File: src/rtl/phy_tx_scheduler_if.sv
// Word-level handshake between the payload source and the PHY transmit scheduler,
// plus the registered output word bus toward the lane striper.
interface phy_tx_scheduler_if;
    logic [31:0] data_in;
    logic        valid_in;
    logic        ready_out;
    logic        retrain;
    logic [31:0] tx_data;
    logic [3:0]  tx_k;
    logic        tx_valid;
    logic        link_up;

    modport master (
        output data_in, valid_in, retrain,
        input  ready_out, tx_data, tx_k, tx_valid, link_up
    );

    modport slave (
        input  data_in, valid_in, retrain,
        output ready_out, tx_data, tx_k, tx_valid, link_up
    );
endinterface

File: src/rtl/phy_tx_scheduler.sv
// PHY transmit word scheduler: TS training bursts, then payload/IDLE with periodic SKP.
// state | meaning
// TRAIN | emitting TS words until TS_COUNT have gone out since the last (re)start
// LINK  | emitting payload or IDLE, with a SKP every SKP_INTERVAL words
module phy_tx_scheduler #(
    parameter int TS_COUNT     = 16,
    parameter int SKP_INTERVAL = 64
) (
    input  logic              clk_2f,
    input  logic              reset,
    phy_tx_scheduler_if.slave bus
);
    localparam logic [31:0] TS_WORD   = 32'hBC4A_4A4A;
    localparam logic [31:0] SKP_WORD  = 32'hBC1C_1C1C;
    localparam logic [31:0] IDLE_WORD = 32'h7C7C_7C7C;

    typedef enum logic {TRAIN = 1'b0, LINK = 1'b1} state_t;

    state_t      state, state_nxt;
    logic [7:0]  ts_cnt, ts_cnt_nxt;
    logic [11:0] skp_cnt, skp_cnt_nxt;
    logic [31:0] data_nxt;
    logic [3:0]  k_nxt;
    logic        link_up_nxt;
    logic        ts_last;
    logic        skp_due;

    assign ts_last       = (ts_cnt == 8'(TS_COUNT - 1));
    assign skp_due       = (state == LINK) && (skp_cnt == 12'(SKP_INTERVAL - 1));
    assign bus.ready_out = (state == LINK) && !skp_due && !bus.retrain;

    always_comb begin
        state_nxt   = state;
        ts_cnt_nxt  = ts_cnt;
        skp_cnt_nxt = skp_cnt;
        data_nxt    = IDLE_WORD;
        k_nxt       = 4'b1111;
        link_up_nxt = 1'b0;
        case (state)
            TRAIN: begin
                data_nxt = TS_WORD;
                k_nxt    = 4'b1000;
                if (bus.retrain) begin
                    ts_cnt_nxt = '0;
                end else if (ts_last) begin
                    ts_cnt_nxt  = '0;
                    skp_cnt_nxt = '0;
                    state_nxt   = LINK;
                end else begin
                    ts_cnt_nxt = ts_cnt + 8'd1;
                end
            end
            LINK: begin
                if (bus.retrain) begin
                    // The retrain word itself is the first TS of the new burst.
                    data_nxt    = TS_WORD;
                    k_nxt       = 4'b1000;
                    skp_cnt_nxt = '0;
                    if (TS_COUNT == 1) begin
                        ts_cnt_nxt = '0;
                    end else begin
                        ts_cnt_nxt = 8'd1;
                        state_nxt  = TRAIN;
                    end
                end else begin
                    link_up_nxt = 1'b1;
                    if (skp_due) begin
                        data_nxt    = SKP_WORD;
                        skp_cnt_nxt = '0;
                    end else begin
                        skp_cnt_nxt = skp_cnt + 12'd1;
                        if (bus.valid_in) begin
                            data_nxt = bus.data_in;
                            k_nxt    = 4'b0000;
                        end
                    end
                end
            end
            default: state_nxt = TRAIN;
        endcase
    end

    always_ff @(posedge clk_2f) begin
        if (reset) begin
            state        <= TRAIN;
            ts_cnt       <= '0;
            skp_cnt      <= '0;
            bus.tx_data  <= '0;
            bus.tx_k     <= '0;
            bus.tx_valid <= 1'b0;
            bus.link_up  <= 1'b0;
        end else begin
            state        <= state_nxt;
            ts_cnt       <= ts_cnt_nxt;
            skp_cnt      <= skp_cnt_nxt;
            bus.tx_data  <= data_nxt;
            bus.tx_k     <= k_nxt;
            bus.tx_valid <= 1'b1;
            bus.link_up  <= link_up_nxt;
        end
    end
endmodule

File: src/flat_wrapper.sv
// flat-port wrapper written by rule: the top's interface ports become plain ports
module phy_tx_scheduler_flat 
#(
    parameter int TS_COUNT     = 16,
    parameter int SKP_INTERVAL = 64
)
  (clk_2f, reset, bus_data_in, bus_valid_in, bus_retrain, bus_ready_out, bus_tx_data, bus_tx_k, bus_tx_valid, bus_link_up);
  phy_tx_scheduler_if bus_i ();
  input  logic clk_2f;
  input  logic reset;
  input wire logic [$bits(bus_i.data_in)-1:0] bus_data_in;
  input wire logic [$bits(bus_i.valid_in)-1:0] bus_valid_in;
  input wire logic [$bits(bus_i.retrain)-1:0] bus_retrain;
  output wire logic [$bits(bus_i.ready_out)-1:0] bus_ready_out;
  output wire logic [$bits(bus_i.tx_data)-1:0] bus_tx_data;
  output wire logic [$bits(bus_i.tx_k)-1:0] bus_tx_k;
  output wire logic [$bits(bus_i.tx_valid)-1:0] bus_tx_valid;
  output wire logic [$bits(bus_i.link_up)-1:0] bus_link_up;
  assign bus_i.data_in = bus_data_in;
  assign bus_i.valid_in = bus_valid_in;
  assign bus_i.retrain = bus_retrain;
  assign bus_ready_out = bus_i.ready_out;
  assign bus_tx_data = bus_i.tx_data;
  assign bus_tx_k = bus_i.tx_k;
  assign bus_tx_valid = bus_i.tx_valid;
  assign bus_link_up = bus_i.link_up;
  phy_tx_scheduler #(.TS_COUNT(TS_COUNT), .SKP_INTERVAL(SKP_INTERVAL)) u_core (.clk_2f(clk_2f), .reset(reset), .bus(bus_i));
endmodule
File: config.mk
export PLATFORM = sky130hd
export DESIGN_NAME = phy_tx_scheduler_flat
export DESIGN_NICKNAME = d
export VERILOG_FILES = /design/src/rtl/phy_tx_scheduler_if.sv /design/src/rtl/phy_tx_scheduler.sv /design/src/flat_wrapper.sv
export SDC_FILE = /design/constraint.sdc
export NUM_CORES = 1
export LEC_CHECK = 0
export BUFFER_PORTS_ARGS = -buffer_cell sky130_fd_sc_hd__clkbuf_2
export CORE_MARGIN = 2
export CORE_UTILIZATION = 49
export CTS_CLUSTER_DIAMETER = 50
export DETAILED_ROUTE_END_ITERATION = 8
export PLACE_DENSITY = 0.85
export SLEW_MARGIN = 20
export SYNTH_ARGS = -nofsm -noshare
export SYNTH_HDL_FRONTEND = slang
export SYNTH_SLANG_ARGS = --single-unit
File: constraint.sdc
create_clock -name clk_2f -period 2.05 [get_ports clk_2f]
set_input_delay 0.5125 -clock clk_2f [delete_from_list [all_inputs] [get_ports clk_2f]]
set_output_delay 0.5125 -clock clk_2f [all_outputs]
set_load 0.02 [all_outputs]
==> flow_metrics.env, run 1 <==
export IMPL_synth_ff_type="dfxtp_1"
export IMPL_post_place_ws_ps=148
export IMPL_cts_hold_buf=0
export IMPL_setup_worst_path_end_class="primary output"
export IMPL_avgRoutedWirePerCell_um=12.9
export IMPL_synth_edf_count=0
export IMPL_clock_path_buffers=2
export IMPL_core_um2=4350
export IMPL_regArea_um2=1150
export IMPL_critPathCapture="bus_ready_out"
export IMPL_routed_wl_um=4820
export IMPL_setup_ws_ps=33.9
export IMPL_fin_crit_sh=0.983
export IMPL_multiInputGateArea_um2=980
export IMPL_worst_endpoint_required_ps=1540
export IMPL_drive_gt1_frac=0.377
export IMPL_yosysSeqAreaShare=0.514
export IMPL_yosys_warnings=0
export IMPL_status="completed"
export IMPL_syn_avg_cell_area_um2=9.58
export IMPL_finish_utilization=0.657
export IMPL_reg2reg_to="u_core.skp_cnt[8]$_SDFFE_PP0P_"
export IMPL_die_w_um=71.3
export IMPL_dieHeight_um=71.3
export IMPL_syn_area_um2=2220
export IMPL_syn_inst=232
export IMPL_dp_hpwl_um=3210
export IMPL_cts_buffers=9
export IMPL_overflow=0
export IMPL_first_global_vias=1843
export IMPL_n_antenna_cell=0
export IMPL_maxCapViolCount=0
export IMPL_timing_slew_headroom=0.585
export IMPL_ant_nets=0
export IMPL_power_density_nw_per_um2=729
export IMPL_clk_pin_slew_worst_paths_ps=60
export IMPL_clkSinkCount=57
export IMPL_hp_class="input port to flop"
export IMPL_worstMarginPinSlew_ps=617
export IMPL_root_buffer="clkbuf_8"
export IMPL_area_growth_pct=28.8
export IMPL_final_hold_viol_count=0
export IMPL_start_util=0.510
export IMPL_synthesis_nets=270
export IMPL_htree_levels=3
export IMPL_drt_iter0_markers=78
export IMPL_irDropWorstVdd_mv=0.566
export IMPL_arrival_ps=1500
export IMPL_fin_skew_ps=10.8
export IMPL_ff2ff_path_depth=4
export IMPL_startpoint="u_core.skp_cnt[9]$_SDFFE_PP0P_"
export IMPL_leakage_uw=0.00129
export IMPL_design_portCount=75
export IMPL_grt_max_degree=25
export IMPL_clock_fmax_mhz=496
export IMPL_fin_nets=357
export IMPL_fp_row_count=24
export IMPL_finalSetupViolations=0
export IMPL_fill_cells=368
export IMPL_drcViolationCount=0
export IMPL_ys_types=45
export IMPL_clk_latency_ps=330
export IMPL_startpoint_type="flop"
export IMPL_antenna_found_initial=0
export IMPL_ys_ff_latch=57
export IMPL_cts_tree="built"
export IMPL_place_port_buffers=74
export IMPL_drt_pass1_iterations=4
export IMPL_async_reset_ff_frac=0
export IMPL_reg2reg_slack_ps=160
export IMPL_fin_crit_ps=2020
export IMPL_viasPerCell=5.22
export IMPL_dp_cells=356
export IMPL_final_cells=373
export IMPL_crit_fanout=5
export IMPL_grt_pass1_wl_um=7870
export IMPL_dieArea_um2=5090
export IMPL_grt_usage=0.197
export IMPL_vias=1948
export IMPL_critPathKind="flop to primary output"
export IMPL_drv_slew=0
export IMPL_r2r_start="u_core.ts_cnt[4]$_SDFFE_PP0P_"
export IMPL_finalPower_uw=2090
export IMPL_gp_congestion=0.845
[worst min path at each step]
stage,start,endpoint,slack (ps),depth (start not counted)
2_1_floorplan,u_core.ts_cnt[5]$_SDFFE_PP0P_,u_core.ts_cnt[5]$_SDFFE_PP0P_,470,1
3_3_place_gp,u_core.ts_cnt[7]$_SDFFE_PP0P_,u_core.ts_cnt[7]$_SDFFE_PP0P_,490,2
5_1_grt,bus_data_in[30],u_core.bus.tx_data[30]$_SDFF_PP0_,380,2
6_report,bus_data_in[21],u_core.bus.tx_data[21]$_SDFF_PP0_,380,2
3_5_place_dp,u_core.ts_cnt[5]$_SDFFE_PP0P_,u_core.ts_cnt[5]$_SDFFE_PP0P_,500,1
4_1_cts,bus_data_in[21],u_core.bus.tx_data[21]$_SDFF_PP0_,370,2
[state kept, by name (all words and copies together), names as in the netlist]
register,count
u_core.bus.link_up,1
u_core.bus.tx_data,32
u_core.bus.tx_k,2
u_core.bus.tx_valid,1
u_core.skp_cnt,12
u_core.state,1
u_core.ts_cnt,8
[area by class of cell]
type,instances,area share
flip-flops and latches,57,0.402
inverters,13,0.0171
multi-input cells,151,0.342
well taps,52,0.0227
repair buffers,87,0.164
clock inverters,1,0.00175
clock buffers,12,0.0507
[metal layers]
layer / track usage / vias to the layer above / part of all wire
met5: 0 / - / 0
met2: 0.307 / 78 / 0.46
met3: 0.0464 / 14 / 0.067
met1: 0.240 / 865 / 0.44
met4: 0.136 / 0 / 0.029
li1: - / 991 / -
[power breakdown]
| part | total [µW] | internal, µW | switching (µW) | leakage [µW] |
|---|---|---|---|---|
| clock network | 832 | 449 | 383 | 0.0000782 |
| logic | 123 | 52.1 | 71.4 | 0.000740 |
| registers | 1130 | 1130 | 5.74 | 0.000468 |
| total | 2090 | 1630 | 461 | 0.00129 |
[cell usage after synthesis (all sizes together) (2+ instances only)]
cell type | number | area, µm²
nor4 | 3 | 25.0
and3 | 4 | 25.0
nor2 | 19 | 71.3
and2 | 11 | 68.8
nand3 | 11 | 67.6
inv | 13 | 48.8
clkbuf | 4 | 16.3
buf | 7 | 57.5
o211ai | 2 | 15.0
o21a | 4 | 30.0
o31a | 2 | 17.5
nand2b | 2 | 12.5
xnor2 | 3 | 26.3
dfxtp | 57 | 1140
o21ai | 16 | 80.1
xor2 | 2 | 17.5
nand4 | 5 | 31.3
a31oi | 8 | 65.1
a21oi | 23 | 138
a311oi | 2 | 23.8
nor3 | 4 | 25.0
a22o | 2 | 17.5
nand2 | 14 | 52.6
ha | 2 | 25.0
a41oi | 2 | 17.5
[per-stage QoR]
step | setup TNS [ps] | hold slack (ps) | instance area [µm²]
floorplan | 0 | 469 | 2220
global placement | 0 | 487 | 2650
detailed placement | 0 | 504 | 2650
CTS | 0 | 367 | 2840
global route | -20.0 | 384 | 2860
finish | 0 | 380 | 2860
[cells by family (layout without fill, tap and decap cells)]
group | after synthesis | after routing | share of synthesized area
flip-flops | 57 | 57 | 0.514
adder cells (fa/ha/maj) | 2 | 2 | 0.0113
buffers and inverters | 24 | 113 | 0.0552
multiplexers | 1 | 1 | 0.00450
AND/OR/NAND/NOR | 80 | 80 | 0.202
XOR/XNOR | 5 | 5 | 0.0197
AO/OA/AOI/OAI | 63 | 63 | 0.194
[worst max-delay path, cell delays in order (launching register included)]
cell and delay [ps]:
dfxtp_2 350, nor4b_4 380, nand3_4 100, and2_1 180, buf_2 160
[cells in the final DEF (no fill, tap or decap), types with 3 or more instances in the layout]
| cell type | count |
|---|---|
| inv_1 | 13 |
| xnor2_1 | 3 |
| o21ai_0 | 16 |
| dfxtp_1 | 52 |
| nand4_1 | 5 |
| nand2_1 | 14 |
| a21oi_1 | 17 |
| nor3_1 | 3 |
| a31oi_1 | 7 |
| nand3_1 | 10 |
| buf_4 | 13 |
| o21a_1 | 4 |
| clkbuf_2 | 73 |
| a21oi_2 | 6 |
| nor2_1 | 19 |
| dfxtp_2 | 4 |
| clkbuf_8 | 10 |
| and3_1 | 4 |
| and2_1 | 11 |
[timing repair]
item | in CTS | in global routing
buffers inserted | 1 | 3
resized for setup | 8 | 4
endpoints found under the setup margin | 1 | 1
pin swaps | 1 | 2
(Power assumes the default switching activity.)
==> run 2: changes to the inputs <==
--- a/config.mk
+++ b/config.mk
@@ -7,10 +7,11 @@
 export LEC_CHECK = 0
 export BUFFER_PORTS_ARGS = -buffer_cell sky130_fd_sc_hd__clkbuf_2
 export CORE_MARGIN = 2
-export CORE_UTILIZATION = 49
+export CORE_UTILIZATION = 52
 export CTS_CLUSTER_DIAMETER = 50
 export DETAILED_ROUTE_END_ITERATION = 8
-export PLACE_DENSITY = 0.85
+export GPL_TIMING_DRIVEN = 0
+export PLACE_DENSITY = 0.89
 export SLEW_MARGIN = 20
 export SYNTH_ARGS = -nofsm -noshare
 export SYNTH_HDL_FRONTEND = slang
==> constraint.sdc (replaced) <==
create_clock -name clk_2f -period 2.6 [get_ports clk_2f]
set_input_delay 0.65 -clock clk_2f [delete_from_list [all_inputs] [get_ports clk_2f]]
set_output_delay 0.65 -clock clk_2f [all_outputs]
set_load 0.02 [all_outputs]
==> run 2 against run 1 <==
Net effect: via count fell by 0.87%; sequential cell count did not move; final area rose by 1.2%; sequential power fell by 21%; register-to-register slack improved by 620 ps; first-iteration DRC count fell by 19%; critical path depth rose by 1; hold slack improved by 140 ps.
==> flow_metrics.env, run 2 (same netlist as run 1, synthesis figures left out) <==
export IMPL_status="completed"
export IMPL_holdCritStartpoint="bus_data_in[30]"
export IMPL_fp_row_count=23
export IMPL_setup_ws_ps=138
export IMPL_seqPwrFrac=0.449
export IMPL_swShare=0.203
export IMPL_clock_fmax_mhz=406
export IMPL_root_buffer="clkbuf_8"
export IMPL_fill_cells=313
export IMPL_drt_pass1_iterations=4
export IMPL_maxCapViolCount=0
export IMPL_grt_usage=0.210
export IMPL_fin_skew_ps=7.96
export IMPL_cpPeakStageDelay_ps=420
export IMPL_crit_family="simple AND/OR/NAND/NOR gates"
export IMPL_dieHeight_um=69.4
export IMPL_drcViolationCount=0
export IMPL_reg2reg_to="u_core.bus.tx_data[23]$_SDFF_PP0_"
export IMPL_n_antenna_cell=0
export IMPL_dp_hpwl_um=3380
export IMPL_power_frac_clock=0.502
export IMPL_power_density_nw_per_um2=687
export IMPL_critPathKind="flop to primary output"
export IMPL_vias=1931
export IMPL_clock_path_buffers=2
export IMPL_r2r_start="u_core.skp_cnt[0]$_SDFFE_PP0P_"
export IMPL_hp_class="input port to flop"
export IMPL_drt_iter0_markers=63
export IMPL_gp_congestion=0.834
export IMPL_clkSinkCount=57
export IMPL_grt_pass1_wl_um=8000
export IMPL_drive_gt1_frac=0.355
export IMPL_worst_endpoint_required_ps=1950
export IMPL_timing_slew_headroom=0.621
export IMPL_irDropWorstVdd_mv=0.663
export IMPL_dp_cells=355
export IMPL_arrival_ps=1810
export IMPL_viasPerCell=5.20
export IMPL_drv_slew=0
export IMPL_ant_nets=0
export IMPL_holdPathStages=2
export IMPL_switching_power_uw=405
export IMPL_cts_buffers=9
export IMPL_leakage_uw=0.00130
export IMPL_core_um2=4060
export IMPL_fin_crit_sh=0.947
export IMPL_dieArea_um2=4810
export IMPL_clk_pin_slew_worst_paths_ps=70
export IMPL_place_port_buffers=73
export IMPL_cp_cell_sequence="ha_2 > and4_2 > nand3_4 > and2_1 > clkbuf_2"
export IMPL_finalSetupViolations=0
export IMPL_post_place_ws_ps=298
export IMPL_layout_commonest_cell="clkbuf_2"
export IMPL_overflow=0
export IMPL_routed_wl_um=4660
export IMPL_tns_ps=0
export IMPL_cts_tree="built"
export IMPL_final_hold_viol_count=0
export IMPL_grt_max_degree=11
export IMPL_reg2reg_slack_ps=780
export IMPL_combPwrFrac=0.049
export IMPL_ff2ff_path_depth=5
export IMPL_start_util=0.548
export IMPL_setup_worst_path_end_class="primary output"
export IMPL_layout_common_cells="clkbuf_2, dfxtp_1, nor2_1, a21oi_1, o21ai_0"
export IMPL_slowest_stage="dfxtp_1"
export IMPL_largest_register="u_core.bus.tx_data"
export IMPL_top_regs="u_core.bus.tx_data x32, u_core.skp_cnt x12, u_core.ts_cnt x8"
export IMPL_design_portCount=75
export IMPL_die_w_um=69.4
export IMPL_clk_latency_ps=340
export IMPL_htree_levels=3
export IMPL_p_int_uw=1590
export IMPL_antenna_found_initial=0
export IMPL_crit_buf_inv=1
export IMPL_hold_path_end="u_core.bus.tx_data[30]$_SDFF_PP0_"
export IMPL_rsz0062_at_grt="false"
export IMPL_worstMarginPinSlew_ps=566
export IMPL_crit_fanout=9
export IMPL_final_cells=371
export IMPL_largest_reg_flops=32
export IMPL_fin_nets=354
export IMPL_first_global_vias=1824
export IMPL_avgRoutedWirePerCell_um=12.6
export IMPL_startpoint_type="flop"
export IMPL_fin_crit_ps=2460
export IMPL_area_growth_pct=30.3
==> run 2: cell count changes in the layout (fill, tap and decap cells not counted), moves of 2 or more <==
cell | before | now
buf_4 | 13 | 2
dfxtp_1 | 52 | 57
dfxtp_2 | 4 | 0
buf_6 | 0 | 3
bufinv_16 | 0 | 3
clkinv_2 | 1 | 3
==> run 2: cell type report <==
type	instances	area [µm²]	share of cell area
clock buffers	10	138	0.0475
multi-input cells	151	962	0.332
inverters	13	48.8	0.0168
repair buffers	73	365	0.126
clock inverters	6	105	0.0363
well taps	50	62.6	0.0216
plain buffers	11	73.8	0.0255
flip-flops and latches	57	1140	0.394
==> run 2: per-layer routing <==
layer / track usage / up-vias / routed length (µm) / share of wire
met5: 0 / - / 0 / 0
met4: 0.105 / 0 / 68 / 0.015
met3: 0.0916 / 7 / 425 / 0.091
met2: 0.324 / 86 / 2070 / 0.44
met1: 0.251 / 858 / 2100 / 0.45
li1: - / 980 / - / -
==> run 2: how the worst max path moves through the flow <==
stage	startpoint	end	cells past startpoint
3_3_place_gp	bus_retrain	bus_ready_out	4
2_1_floorplan	bus_retrain	bus_ready_out	2
4_1_cts	u_core.skp_cnt[0]$_SDFFE_PP0P_	bus_ready_out	5
6_report	u_core.skp_cnt[0]$_SDFFE_PP0P_	bus_ready_out	5
3_5_place_dp	bus_retrain	bus_ready_out	4
5_1_grt	u_core.state$_SDFF_PP0_	bus_ready_out	5
==> run 2: worst register-to-register path, cell delays in order (launching register included) <==
cell     delay [ps]
dfxtp_1         360
ha_2            230
and4_2          290
a41o_2          320
nor2_1          360
and2_1          200
==> run 2: through the flow <==
step	utilization	total power (µW)	cell area [µm²]	hold slack, ps
floorplan	-	962	2220	469
global placement	0.653	1010	2650	486
detailed placement	0.653	1010	2650	510
CTS	0.713	2010	2890	500
global route	0.714	2070	2900	499
finish	0.714	1990	2900	515
==> run 2: power by group through the flow <==
stage / clock network [µW] / registers, µW / logic, µW
3_3_place_gp: 0 / 912 / 95.3
2_1_floorplan: 0 / 929 / 33.0
6_report: 1000 / 893 / 97.7
3_5_place_dp: 0 / 912 / 98.0
5_1_grt: 1070 / 894 / 109
4_1_cts: 1020 / 893 / 98.4
==> run 2: timing repair <==
action	CTS	global route
hold buffers	0	0
setup endpoints to repair	0	1
resized for setup	0	2
buffers inserted	0	0
